### config.mk
export PLATFORM = sky130hd
export DESIGN_NAME = tern_sel_sequencer
export DESIGN_NICKNAME = d
export VERILOG_FILES = /design/src/rtl/tern_sel_sequencer.sv
export SDC_FILE = /design/constraint.sdc
export NUM_CORES = 1
export LEC_CHECK = 0
export ABC_CLOCK_PERIOD_IN_PS = 8000
export CORE_MARGIN = 5
export CORE_UTILIZATION = 45
export DETAILED_ROUTE_END_ITERATION = 10
export PLACE_DENSITY = 0.72
export SLEW_MARGIN = 30
export SYNTH_ARGS = -nofsm -noshare
export SYNTH_HDL_FRONTEND = slang
export SYNTH_SLANG_ARGS = --single-unit
### constraint.sdc
create_clock -name clk -period 8 [get_ports clk]
set_clock_uncertainty 0.1 [all_clocks]
set_input_delay 1.2 -clock clk [delete_from_list [all_inputs] [get_ports clk]]
set_output_delay 1.2 -clock clk [all_outputs]
set_load 0.01 [all_outputs]
### src/rtl/tern_sel_sequencer.sv
// Round-robin sequencer for five sources driving the select code of the nested-ternary 8:1 mux.
// Optional TERN_SEL_PARITY_EN adds a registered even-parity bit on sel and an unused-code check.
module tern_sel_sequencer #(
  parameter int unsigned HOLD_CYCLES = 1,
  parameter int unsigned CNT_W       = 4
) (
  input  logic       clk,
  input  logic       rst_n,
  input  logic [4:0] req,
  input  logic       out_ready,
  output logic [2:0] sel,
  output logic       sel_valid,
  output logic [4:0] grant,
`ifdef TERN_SEL_PARITY_EN
  output logic       sel_par,
`endif
  output logic       xfer
);

  localparam logic [0:0] StIdle  = 1'b0;
  localparam logic [0:0] StGrant = 1'b1;

  localparam logic [CNT_W-1:0] HoldLoad = CNT_W'(HOLD_CYCLES - 1);

  logic [0:0]       state_q, state_d;
  logic [2:0]       sel_q, sel_d;
  logic             valid_q, valid_d;
  logic [4:0]       grant_q, grant_d;
  logic [2:0]       win_q, win_d;
  logic [2:0]       last_q, last_d;
  logic [CNT_W-1:0] cnt_q, cnt_d;

  logic             dwell_done;
  logic             win_req;
  logic [2:0]       search_from;
  logic [3:0]       pick;
  logic             pick_found;
  logic [2:0]       pick_idx;

  // Returns {found, index}; search begins at (from+1) mod 5 and wraps e -> a.
  function automatic logic [3:0] rr_pick(input logic [4:0] r, input logic [2:0] from);
    logic [3:0]  res;
    int unsigned k;
    res = '0;
    // Walk farthest-first so the nearest set bit is the last one written.
    for (int i = 5; i >= 1; i--) begin
      k = (32'(from) + 32'(i)) % 32'd5;
      if (r[k]) res = {1'b1, 3'(k)};
    end
    return res;
  endfunction

  // Fixed source-to-code map dictated by the downstream mux decode.
  function automatic logic [2:0] enc(input logic [2:0] idx);
    logic [2:0] code;
    case (idx)
      3'd0:    code = 3'b010;
      3'd1:    code = 3'b001;
      3'd2:    code = 3'b000;
      3'd3:    code = 3'b100;
      3'd4:    code = 3'b011;
      default: code = 3'b000;
    endcase
    return code;
  endfunction

  assign dwell_done = (cnt_q == '0);
  assign xfer       = valid_q & out_ready & dwell_done;
  assign win_req    = |(req & grant_q);

  // On a transfer the winner becomes the new pointer in the same cycle.
  assign search_from = xfer ? win_q : last_q;
  assign pick        = rr_pick(req, search_from);
  assign pick_found  = pick[3];
  assign pick_idx    = pick[2:0];

  always_comb begin
    state_d = state_q;
    sel_d   = sel_q;
    valid_d = valid_q;
    grant_d = grant_q;
    win_d   = win_q;
    last_d  = last_q;
    cnt_d   = cnt_q;

    case (state_q)
      StIdle: begin
        if (pick_found) begin
          state_d = StGrant;
          win_d   = pick_idx;
          sel_d   = enc(pick_idx);
          grant_d = 5'b00001 << pick_idx;
          valid_d = 1'b1;
          cnt_d   = HoldLoad;
        end
      end
      StGrant: begin
        if (xfer) begin
          last_d = win_q;
          if (pick_found) begin
            win_d   = pick_idx;
            sel_d   = enc(pick_idx);
            grant_d = 5'b00001 << pick_idx;
            cnt_d   = HoldLoad;
          end else begin
            state_d = StIdle;
            valid_d = 1'b0;
            grant_d = '0;
          end
        end else if (!win_req) begin
          // Abort: winner withdrew before transfer, pointer stays put.
          state_d = StIdle;
          valid_d = 1'b0;
          grant_d = '0;
        end else if (!dwell_done) begin
          cnt_d = cnt_q - 1'b1;
        end
      end
      default: begin
        state_d = StIdle;
        valid_d = 1'b0;
        grant_d = '0;
      end
    endcase
  end

  always_ff @(posedge clk or negedge rst_n) begin
    if (!rst_n) begin
      state_q <= StIdle;
      sel_q   <= 3'b000;
      valid_q <= 1'b0;
      grant_q <= '0;
      win_q   <= 3'd0;
      last_q  <= 3'd4;
      cnt_q   <= '0;
    end else begin
      state_q <= state_d;
      sel_q   <= sel_d;
      valid_q <= valid_d;
      grant_q <= grant_d;
      win_q   <= win_d;
      last_q  <= last_d;
      cnt_q   <= cnt_d;
    end
  end

  assign sel       = sel_q;
  assign sel_valid = valid_q;
  assign grant     = grant_q;

`ifdef TERN_SEL_PARITY_EN
  logic sel_par_q;

  // Tracks sel_d, so it only changes when sel does.
  always_ff @(posedge clk or negedge rst_n) begin
    if (!rst_n) sel_par_q <= 1'b0;
    else        sel_par_q <= ^sel_d;
  end

  assign sel_par = sel_par_q;

  always @(posedge clk) begin
    if (rst_n && valid_q && (sel_q inside {3'b101, 3'b110, 3'b111})) begin
      $error("tern_sel_sequencer: unused sel code %b driven while valid", sel_q);
    end
  end
`endif

endmodule

=== Yosys cells after proc, flatten, opt, wreduce, memory -nomap -nowiden ===
Cells that the tools add are included.

* Output and inout port bits: 10
* Bits of input ports: 8
* Flip-flop bits (word level): 20

* Muxes and demuxes: 42
* Equality and inequality tests: 9
* Div/mod/pow operators: 5
* Shift operators: 1
* $lt $le $gt $ge: 5
* Reduce and logical (&&, ||, !) cells: 6
* Bitwise logic cells: 4
* Add/sub/neg operators: 6

{| class="wikitable"
|+ Operator list
! operator !! number
|-
| $lt A32 B4 Y1 const B || 5
|-
| $mod A32 B3 Y32 const B || 5
|-
| $mux W4 || 9
|-
| $mux W5 || 4
|-
| $bmux W1 S3 || 5
|-
| $mux W3 || 5
|-
| $mux W1 || 12
|-
| $pmux W3 S2 || 2
|-
| $pmux W3 S4 || 1
|-
| $pmux W5 S2 || 1
|-
| $ne A3 B3 Y1 const B || 3
|-
| $add A3 B2 Y4 const B || 2
|-
| $add A3 B3 Y4 const B || 2
|-
| $pmux W4 S2 || 1
|-
| $and A5 B5 Y5 || 1
|-
| $reduce_or A5 Y1 || 1
|-
| $shl A1 B3 Y5 const A || 1
|-
| $add A3 B1 Y4 const B || 1
|-
| $logic_not A4 Y1 || 1
|-
| $ne A2 B2 Y1 const B || 2
|-
| $pmux W1 S2 || 2
|-
| $reduce_and A2 Y1 || 2
|-
| $sub A4 B1 Y4 const B || 1
|-
| $eq A3 B1 Y1 const B || 1
|-
| other kinds (7) || 8
|}

=== Depth between registers and ports, before layout ===
Gate-level depths: netlist of the first run.

* Depth after elaboration: 17
* Mapped depth: 31

=== Least setup slack after synthesis of the first run ===
Ideal clock, no wire load.

* Path type: input -> register
* Start: input port out_ready
* End: register win_q[1]
* Data required time: 7.775 ns
* Cell stages on the path: 29
* Buffers on the path: 3
* Slack: 1.719 ns
* Arrival time: 6.056 ns
* Cells stage by stage: and2_1 clkbuf_1 nand2_1 clkbuf_1 inv_1 a21o_1 inv_1 ha_1 nor2b_1 o211ai_1 nand2_1 ha_1 nor2_1 o2111ai_1 nand2_1 or3_4 and2_1 inv_1 ha_1 nand2b_1 nand3_1 o32ai_1 or2_2 clkbuf_1 or4b_4 o2111ai_1 nor4_4 nor2_1 mux2_2

* Word-level cells in the longest chain between the ends: 15
* Elaborated cells on any way between the ends: 32

{| class="wikitable"
|+ Ends and longest elaborated chain
! item !! RTL line !! RTL
|-
| from (decl) || 10 || <nowiki>input logic out_ready,</nowiki>
|-
| $and A1 B1 Y1 * (2 in a row) || 68 || <nowiki>assign xfer = valid_q & out_ready & dwell_done;</nowiki>
|-
| $mux W3 * || -- ||
|-
| via search_from[1] || 35 || <nowiki>logic [2:0] search_from;</nowiki>
|-
| $add A3 B3 Y4 || 47 || <nowiki>k = (32'(from) + 32'(i)) % 32'd5;</nowiki>
|-
| $mod A32 B3 Y32 || 47 ||
|-
| $bmux W1 S3 || 48 || <nowiki>if (r[k]) res = {1'b1, 3'(k)};</nowiki>
|-
| $mux W1 (implied by the code) || 48 ||
|-
| $mux W4 (4 in a row) || 48 ||
|-
| $mux W4 * || 48 ||
|-
| $mux W3 * || 88, 100 ||
|-
| $mux W3 || 98 || <nowiki>if (xfer) begin</nowiki>
|-
| $pmux W3 S2 * || 86 || <nowiki>case (state_q)</nowiki>
|-
| to (signal assigned) || 141 || <nowiki>win_q <= win_d;</nowiki>
|-
| to (decl) || 29 || <nowiki>logic [2:0] win_q, win_d;</nowiki>
|}

The timed path passes the listed nets; every way through them passes the cells marked *. The select of a mux whose other input is x is not followed.
A chain may end at the register's enable or synchronous reset.

=== Final worst setup path of the first run ===
* Start: input port out_ready
* End: register grant_q[4] (netlist: grant[4])

* Word-level cells in the longest chain between the ends: 16
* Elaborated cells on any way between the ends: 36

{| class="wikitable"
|+ Ends and longest elaborated chain
! item !! RTL line !! RTL
|-
| $and A1 B1 Y1 * (2 in a row) || 68 ||
|-
| $mux W3 || -- ||
|-
| $add A3 B3 Y4 || 47 ||
|-
| $mod A32 B3 Y32 || 47 ||
|-
| $bmux W1 S3 || 48 ||
|-
| $mux W1 (implied by the code) || 48 ||
|-
| $mux W4 (5 in a row) || 48 ||
|-
| $shl A1 B3 Y5 || 92, 103 ||
|-
| $mux W5 || 100 || <nowiki>if (pick_found) begin</nowiki>
|-
| $mux W5 || 98 ||
|-
| $pmux W5 S2 || 86 ||
|-
| to (signal assigned) || 140 || <nowiki>grant_q <= grant_d;</nowiki>
|-
| to (decl) || 28 || <nowiki>logic [4:0] grant_q, grant_d;</nowiki>
|}

Mark *: on every way between the ends. The rest lies on a longest branch, timed or not. The select of a mux whose other input is x is not followed.

==> summary.md, run 1 <==
| Metric | Value |
|---|---|
| NumNets Final | ~450 |
| Max-Slew Margin vs Limit | 0.550 |
| Final GP Congestion | about 0.93 |
| Port Buf Inserts | 17 |
| WL/cell | roughly 19 microns |
| Area grow syn2layout | 8.48% |
| Cells after synthesis | just over 400 |
| Die area | between 0.008 and 0.009 sq mm |
| Starting Density | 0.461 |
| Num CTS Buffers | 3 |
| Max Freq | ~140 MHz |
| Die W | between 90 and 100 microns |
| Post-CTS Resized | 0 |
| Standard-cell rows | 30 |
| Reg2Reg Depth | 24 |
| Final Worst Setup Slack | about 0.74 ns |
| CP arrival | approximately 7.3 ns |
| Kind of path behind the tightest hold check | reg -> reg |
| Share of layout cells above drive strength 1 | 0.0867 |
| Routed wire length | roughly 9300 microns |
| RSZ-0062 raised after global routing | no |
| Endpoints failing setup | 0 |
| Number of max-cap violations | 0 |
| Crit path max fanout | 17 |
| Crit end category | flop |
| Clock Latency Late Sink | around 0.26 ns |
| # diodes | 0 |
| Post-Syn Area | 0.00311 sq mm |
| CTS H-tree lvls | 1 |
| Largest net degree at the start of global routing | 22 |
| Total track usage | 0.214 |
| Core Footprint | 0.00676 sq mm |
| CTS tree | yes |
| Place WS | around 0.62 ns |
| Setup Buffers After CTS | 0 |
| Worst-case clock buffer depth | 2 |
| Ys flop type | dfrtp_1 |
| Seq cells post-synth | 20 |
| Crit path from | out_ready |
| Syn avg cell area | 7.52 sq um |
| DR pass1 iterations | 6 |
| Synth unique cells | roughly 80 |
| Fin crit share | 0.908 |
| Fin. max-slew vios | 0 |
| Synth Warn # | 0 |
| Sink Count | 20 |
| Least-Margin Pin Slew | ~0.67 ns |
| First-pass GRT wire length | ~15000 microns |
| R2r startpoint | cnt_q[0]$_DFFE_PN0P_ |
| Total negative slack | 0 ns |
| Reg2reg end | grant[4]$_DFFE_PN0P_ |
| Mapped Nets | 444 |
| Crit path capture | grant[4]$_DFFE_PN0P_ |
| Remaining antenna violation count | 0 |
| Dpl hpwl | roughly 7000 microns |
| Crit path time final | 7.26 ns |
| GRT overflow | 0 |
| Num ports | 18 |
| Die Y-Extent | just over 90 microns |
| Sequential share of the synthesized area | 0.161 |
| Vias in the first global route | between 3000 and 4000 |
| Number of hold buffers added after CTS | 0 |
| CTS root buf | clkbuf_8 |
| FILL cells | around 670 |
| Vias | 3279 |
| Worst-path clk slew | ~0.070 ns |
| DRC Markers | 0 |
| Startpoint Class | primary input |
| Initial antenna violation count | 0 |
| Async SR Flop Fraction | 1.00 |
| Status | completed |
| WHS Path Cells | 1 |
| DR vias/cell | 6.62 |
| Worst EP required | between 8 and 9 ns |
| Post-synth EDFFs | 0 |
| DR iter-0 viols | roughly 310 |
| Crit path kind | in -> reg |
| Final hold viol count | 0 |
| Reg2Reg Setup Slack | about 1.2 ns |
==> registers in the layout (all words and copies together), names as in the netlist <==
signal     count
last_q         3
state_q        1
win_q          3
sel_valid      1
sel            3
grant          5
cnt_q          4
==> logic make-up after synthesis <==
family / after synthesis / synth area share
compound gates: 153 / 0.358
flops: 20 / 0.161
fa+ha+maj: 22 / 0.0884
buf+inv: 56 / 0.0711
mux: 17 / 0.0583
xor+xnor: 7 / 0.0197
simple gates: 139 / 0.243
==> cell usage after synthesis (3+ instances only) <==
cell type / number / area (sq um)
nand2_1: 28 / 105
nor4_1: 3 / 18.8
and2_1: 6 / 37.5
nor3_1: 5 / 25.0
nor2b_1: 15 / 93.8
o31a_1: 3 / 26.3
o21ai_0: 23 / 115
a21oi_1: 22 / 110
nor3b_1: 4 / 30.0
mux2i_1: 11 / 110
a31oi_1: 5 / 31.3
clkbuf_1: 24 / 90.1
nand2b_1: 10 / 62.6
nand3_1: 10 / 50.1
xnor2_1: 6 / 52.6
o21a_1: 3 / 22.5
a22oi_1: 4 / 30.0
ha_1: 22 / 275
a2111oi_0: 3 / 26.3
o211ai_1: 7 / 52.6
a21boi_0: 5 / 37.5
mux2_2: 5 / 56.3
o31ai_1: 7 / 52.6
o32ai_1: 3 / 26.3
o221ai_1: 4 / 35.0
nand4_1: 4 / 25.0
a21o_1: 4 / 30.0
nor2_1: 34 / 128
and3_1: 3 / 18.8
a211oi_1: 17 / 128
o22ai_1: 7 / 43.8
dfrtp_1: 19 / 475
a32o_1: 3 / 30.0
inv_1: 26 / 97.6
o2111ai_1: 5 / 43.8
==> metrics by stage <==
step	util	std cells	hold WS [ns]	area, sq um
finish	0.500	495	0.395	3380
global route	0.500	495	0.440	3380
CTS	0.501	495	0.399	3380
detailed placement	0.492	491	0.392	3330
global placement	0.492	491	0.394	3330
floorplan	-	414	0.365	3110
==> worst min-delay path by stage <==
| stage | startpoint | end | slack [ns] |
|---|---|---|---|
| finish | cnt_q[0]$_DFFE_PN0P_ | cnt_q[0]$_DFFE_PN0P_ | 0.39 |
| global route | cnt_q[0]$_DFFE_PN0P_ | cnt_q[0]$_DFFE_PN0P_ | 0.44 |
| CTS | cnt_q[0]$_DFFE_PN0P_ | cnt_q[0]$_DFFE_PN0P_ | 0.40 |
| detailed placement | cnt_q[0]$_DFFE_PN0P_ | cnt_q[0]$_DFFE_PN0P_ | 0.39 |
| global placement | cnt_q[0]$_DFFE_PN0P_ | cnt_q[0]$_DFFE_PN0P_ | 0.39 |
| floorplan | cnt_q[0]$_DFFE_PN0P_ | cnt_q[0]$_DFFE_PN0P_ | 0.36 |
==> cell usage in the layout (no fill, tap or decap), types with 4 or more instances in the layout <==
cell	instances
o211ai_1	7
ha_1	22
o21ai_0	23
nor3b_1	4
nor3_1	5
and2_1	6
nor2_1	34
clkdlybuf4s50_1	16
buf_4	8
clkbuf_8	4
nand3_1	10
a21oi_1	22
inv_1	26
a31oi_1	5
mux2i_1	11
mux2_2	5
xnor2_1	6
o221ai_1	4
dfrtp_1	19
a22oi_1	4
nand2_1	28
o31ai_1	7
o22ai_1	7
a21boi_0	5
nand2b_1	10
nand4_1	4
a211oi_1	17
nor2b_1	15
o2111ai_1	5
a21o_1	4
==> routing by layer <==
| layer | up-vias | global-route usage | routed length (microns) |
|---|---|---|---|
| met3 | 25 | 0.0217 | 604 |
| met5 | - | 0 | 0 |
| met2 | 153 | 0.361 | 4420 |
| met1 | 1537 | 0.289 | 4020 |
| met4 | 0 | 0.0647 | 257 |
| li1 | 1564 | - | - |
==> critical path, cell delays in order <==
cell	delay [ns]
clkdlybuf4s50_1	0.49
and2_1	0.56
nand3_1	0.17
and2_1	0.35
inv_1	0.17
ha_1	0.34
nor2b_1	0.09
o211ai_1	0.45
nand2_1	0.26
ha_1	0.28
nor2_1	0.11
a22oi_1	0.15
xnor2_1	0.41
ha_1	0.22
nand2b_1	0.12
o221ai_1	0.13
and3_1	0.27
a31oi_1	0.28
o2111ai_1	0.21
nor4_4	0.45
or2_0	0.41
o32ai_1	0.16
==> final cells by class <==
| cell class | count | area (sq um) | share of cell area |
|---|---|---|---|
| clock buffers | 4 | 55.1 | 0.0163 |
| inverters | 28 | 105 | 0.0311 |
| multi-input cells | 338 | 2390 | 0.708 |
| flip-flops and latches | 20 | 502 | 0.149 |
| well taps | 80 | 100 | 0.0296 |
| repair buffers | 25 | 225 | 0.0667 |
Power of run 1 is not shown: default switching activity piles up to over one toggle a cycle in this logic, so the estimate is an artifact.
==> inputs of run 2 (changes only) <==
==> constraint.sdc (replaced) <==
create_clock -name clk -period 8 [get_ports clk]
set_clock_uncertainty 0.1 [all_clocks]
set_input_delay 2.4 -clock clk [delete_from_list [all_inputs] [get_ports clk]]
set_output_delay 2.4 -clock clk [all_outputs]
set_load 0.01 [all_outputs]
==> run 2 against run 1 <==
Critical endpoint is now sel[0]$_DFFE_PN0P_; via count increased by 4.2%; critical path depth increased by 5; maximum frequency decreased by 5.7%; non-clock buffer count increased by 15; count of clock-buffer cells in the layout unchanged; die area unchanged; highest routed layer unchanged.
==> summary.md, run 2 (synthesized netlist as in run 1, its figures left out) <==
| Metric | Value |
|---|---|
| Max Used Layer | met4 |
| Fin area | about 0.0036 sq mm |
| Starting Density | 0.461 |
| Dpl hpwl | 7050 microns |
| Share of layout cells above drive strength 1 | 0.147 |
| Fin crit share | 0.962 |
| Placed Cells | 504 |
| Final hold viol count | 0 |
| First-pass GRT wire length | about 16000 microns |
| Die Y-Extent | approximately 93 microns |
| Worst EP required | between 8 and 9 ns |
| Total track usage | 0.216 |
| Crit path time final | a little under 8 ns |
| Status | completed |
| Clock Latency Late Sink | between 0.2 and 0.3 ns |
| Crit path from | out_ready |
| Fin. max-slew vios | 0 |
| Endpoints failing setup | 0 |
| Commonest non-fill, non-tap cell in the layout | nor2_1 |
| Cell mode on critical path | inv_1 |
| Initial antenna violation count | 0 |
| Metal1 wirelength | 4050 microns |
| CTS H-tree lvls | 1 |
| Total negative slack | 0 ns |
| DR vias/cell | between 6 and 7 |
| Sink Count | 20 |
| Crit end category | flop |
| Max-Slew Margin vs Limit | 0.546 |
| Most frequent cells in the layout | nor2_1 (32), nand2_1 (26), inv_1 (26) |
| Reg2reg end | sel[0]$_DFFE_PN0P_ |
| Max reg flops | 5 |
| Startpoint Class | primary input |
| Max Freq | 130 MHz |
| Reg2Reg Depth | 27 |
| Worst-case clock buffer depth | 2 |
| Met2 WL post-DR | around 4600 microns |
| CP arrival | between 7 and 8 ns |
| WL/cell | between 15 and 20 microns |
| Slowest cell on the critical path | or4b_4 |
| Standard-cell rows | 30 |
| NumNets Final | 461 |
| Core Footprint | about 0.0068 sq mm |
| Port Buf Inserts | 17 |
| Crit path max fanout | 7 |
| Least-Margin Pin Slew | between 0.6 and 0.7 ns |
| Reg2Reg Setup Slack | 2.07 ns |
| Largest net degree at the start of global routing | 22 |
| WHS Path Cells | 1 |
| Vias in the first global route | 3216 |
| Num CTS Buffers | 3 |
| Remaining antenna violation count | 0 |
| CTS tree | yes |
| Num ports | 18 |
| Routed wire length | 9410 microns |
| Crit path capture | sel[0]$_DFFE_PN0P_ |
| DRC Markers | 0 |
| WL met3 | 523 microns |
| CTS root buf | clkbuf_8 |
| Post-route insts no fill | about 500 |
| Largest stage delay, worst path | roughly 0.57 ns |
| Die W | about 93 microns |
| R2r startpoint | cnt_q[0]$_DFFE_PN0P_ |
| Fin Hold WS | slightly below 0.4 ns |
| Number of max-cap violations | 0 |
| DR iter-0 viols | roughly 390 |
| Final GP Congestion | between 0.9 and 1 |
| Die area | about 0.0087 sq mm |
| DR pass1 iterations | 5 |
| Kind of path behind the tightest hold check | reg -> reg |
| Worst-path clk slew | roughly 0.07 ns |
| Crit path kind | in -> reg |
| # diodes | 0 |
| GRT overflow | 0 |
| Area grow syn2layout | 14.2% |
| Number of hold buffers added after CTS | 0 |
| Vias | 3416 |
| Placed cell areas | ~0.0034 sq mm |
[run 2: changes by cell type in the layout (fill, tap and decap cells not counted), moves of 2 or more]
| cell | change |
|---|---|
| buf_4 | +15 |
| nand2_1 | -2 |
| nand2_2 | +2 |
| nor2_1 | -2 |
| nor2_2 | +2 |
| o32ai_1 | -2 |
| o32ai_2 | +2 |
[run 2: area by class of cell]
cell class / count / area, sq um
multi-input cells: 338 / 2450
inverters: 28 / 105
well taps: 80 / 100
repair buffers: 40 / 338
flip-flops and latches: 20 / 502
fillers: 650 / 3200
clock buffers: 4 / 55.1
[run 2: worst max-delay path: cells and delay by family]
family | cells | cell delay (ns)
and+or+nand+nor | 12 | 2.34
AOI/OAI and AO/OA | 8 | 1.62
buffers and inverters | 4 | 0.75
adders and majority gates | 3 | 0.65
[run 2: worst min-delay path by stage]
stage,start,to
after CTS,cnt_q[0]$_DFFE_PN0P_,cnt_q[0]$_DFFE_PN0P_
after global placement,cnt_q[0]$_DFFE_PN0P_,cnt_q[0]$_DFFE_PN0P_
final,cnt_q[0]$_DFFE_PN0P_,cnt_q[0]$_DFFE_PN0P_
after floorplan,cnt_q[0]$_DFFE_PN0P_,cnt_q[0]$_DFFE_PN0P_
after global routing,sel[2]$_DFFE_PN0P_,sel[2]$_DFFE_PN0P_
after detailed placement,cnt_q[0]$_DFFE_PN0P_,cnt_q[0]$_DFFE_PN0P_
[run 2: timing repair]
action	in CTS	in global routing
setup endpoints to repair	0	15
setup buffers	0	2
resized for setup	0	16
[run 2: layer usage]
metal  vias up  global-route usage
li1       1604                   -
met1      1645               0.288
met2       141               0.371
met3        26              0.0137
met4         0              0.0720
met5         -                   0
[run 2: metrics by stage]
step                      setup slack, ns  utilization
after global routing              -0.0656        0.526
after detailed placement          -0.0352        0.507
after global placement              0.203        0.507
final                               0.301        0.526
after CTS                           0.204        0.515
after floorplan                     0.519            -
Power of run 2 is left out for the same reason.
==> inputs of run 3 (changes only) <==
--- a/config.mk
+++ b/config.mk
@@ -8,6 +8,7 @@
 export ABC_CLOCK_PERIOD_IN_PS = 8000
 export CORE_MARGIN = 5
 export CORE_UTILIZATION = 45
+export CTS_CLUSTER_DIAMETER = 100
 export DETAILED_ROUTE_END_ITERATION = 10
 export PLACE_DENSITY = 0.72
 export SLEW_MARGIN = 30
==> constraint.sdc (replaced) <==
create_clock -name clk -period 8 [get_ports clk]
set_clock_uncertainty 0.1 [all_clocks]
set_input_delay 2.4 -clock clk [delete_from_list [all_inputs] [get_ports clk]]
set_output_delay 2.4 -clock clk [all_outputs]
set_load 0.1 [all_outputs]
==> run 3 against run 2 <==
Final cell count is the same; die area is the same; utilization shrank 0.41 points; sequential share of layout area grew 0.11 points; critical path depth is the same; register-to-register slack gained 0.02 ns; worst hold slack gained 0.015 ns; maximum frequency grew 1.2%; critical endpoint is now sel[2]$_DFFE_PN0P_.
==> summary.md, run 3 (synthesized netlist as in run 1, its figures left out) <==
| Metric | Value |
|---|---|
| Number of max-cap violations | 0 |
| Crit path kind | in -> reg |
| First-pass GRT wire length | between 15000 and 20000 microns |
| Total track usage | 0.212 |
| Worst EP required | roughly 8 ns |
| CP arrival | about 7.7 ns |
| DRC Markers | 0 |
| Remaining antenna violation count | 0 |
| Fin crit share | 0.951 |
| Final GP Congestion | between 0.9 and 1 |
| Die W | between 90 and 100 microns |
| Num CTS Buffers | 3 |
| Die area | between 0.008 and 0.009 sq mm |
| Most frequent cells in the layout | nor2_1 (34), nand2_1 (27), inv_1 (26) |
| Startpoint Class | primary input |
| Endpoints failing setup | 0 |
| Final hold viol count | 0 |
| Place WS | 0.0556 ns |
| Commonest non-fill, non-tap cell in the layout | nor2_1 |
| Worst-case clock buffer depth | 2 |
| Vias | 3374 |
| Area grow syn2layout | 13.3% |
| DR iter-0 viols | between 400 and 500 |
| CTS root buf | clkbuf_8 |
| CTS H-tree lvls | 1 |
| Status | completed |
| DR vias/cell | about 6.6 |
| Worst-path clk slew | about 0.07 ns |
| DR pass1 iterations | 5 |
| Total negative slack | 0 ns |
| Largest net degree at the start of global routing | 22 |
| GRT overflow | 0 |
| Final core utilization | 0.522 |
| Die Y-Extent | around 93 microns |
| Num ports | 18 |
| Final Worst Setup Slack | roughly 0.39 ns |
| Max-Slew Margin vs Limit | 0.337 |
| Crit end category | flop |
| Core Footprint | roughly 0.0068 sq mm |
| Least-Margin Pin Slew | a little under 1 ns |
| Max reg flops | 5 |
| CTS tree | yes |
| Fin. max-slew vios | 0 |
| Fin Hold WS | between 0.4 and 0.5 ns |
| Initial antenna violation count | 0 |
| RSZ-0062 raised after global routing | no |
| Share of layout cells above drive strength 1 | 0.130 |
| Starting Density | 0.461 |
| Port Buf Inserts | 17 |
| Crit path time final | approximately 7.6 ns |
| Sink Count | 20 |
| R2r startpoint | cnt_q[0]$_DFFE_PN0P_ |
| Vias in the first global route | 3134 |
| Number of hold buffers added after CTS | 0 |
| Crit path from | out_ready |
| Hold path start | cnt_q[0]$_DFFE_PN0P_ |
| NumNets Final | between 400 and 500 |
| Max Freq | 131 MHz |
| Routed wire length | 9040 microns |
| Clock Latency Late Sink | 0.26 ns |
| WL/cell | between 15 and 20 microns |
| Dpl hpwl | a little under 7000 microns |
| Standard-cell rows | 30 |
| Kind of path behind the tightest hold check | reg -> reg |
| # diodes | 0 |
| Crit path max fanout | 7 |
run 3: worst paths after layout:
kind | cells past startpoint | slack, ns | to
worst max-delay path | 27 | 0.39 | sel[2]$_DFFE_PN0P_
worst min-delay path | 1 | 0.41 | cnt_q[0]$_DFFE_PN0P_
worst max register to register | 27 | 2.09 | sel[2]$_DFFE_PN0P_
worst min register to register | 1 | 0.41 | cnt_q[0]$_DFFE_PN0P_
max in group asynchronous | 1 | 5.48 | last_q[2]$_DFFE_PN1P_
min in group asynchronous | 1 | 1.98 | grant[2]$_DFFE_PN0P_
run 3: metrics by stage:
step	instance area [sq um]	instances
2_1_floorplan	3110	414
3_3_place_gp	3420	504
3_5_place_dp	3420	504
4_1_cts	3480	508
5_1_grt	3530	510
6_report	3530	510
run 3: worst max-delay path, cell delays in order:
cell	delay (ns)
clkdlybuf4s50_1	0.50
and2_4	0.20
nand2_1	0.07
inv_1	0.08
a21o_1	0.14
inv_1	0.08
ha_1	0.21
nor2b_1	0.15
o211ai_1	0.28
nand2_2	0.14
ha_1	0.24
nor2_1	0.14
o221ai_1	0.15
nand2_1	0.14
or3_4	0.15
and2_1	0.13
inv_1	0.06
ha_1	0.17
nand2b_1	0.14
nand3_1	0.09
o32ai_2	0.10
or2_2	0.34
or4b_4	0.57
a211oi_1	0.41
a221oi_4	0.07
o21a_1	0.25
o31ai_1	0.27
run 3: per-layer routing:
layer / global-route usage / vias to the layer above / share of wire
met5: 0 / - / 0
met4: 0.0757 / 0 / 0.029
met3: 0.0121 / 23 / 0.066
met2: 0.352 / 157 / 0.47
met1: 0.291 / 1585 / 0.44
li1: - / 1609 / -
run 3: final cells by class:
cell class	count	area (sq um)
Fill cell	639	3230
Inverter	28	105
Multi-Input combinational cell	338	2430
Sequential cell	20	502
Timing Repair Buffer	40	335
Clock buffer	4	55.1
Tap cell	80	100
run 3: repair_timing:
item | CTS | global route
setup endpoints to repair | 0 | 12
buffers inserted | 0 | 2
gates resized for setup | 0 | 9
Power of run 3 is left out for the same reason.
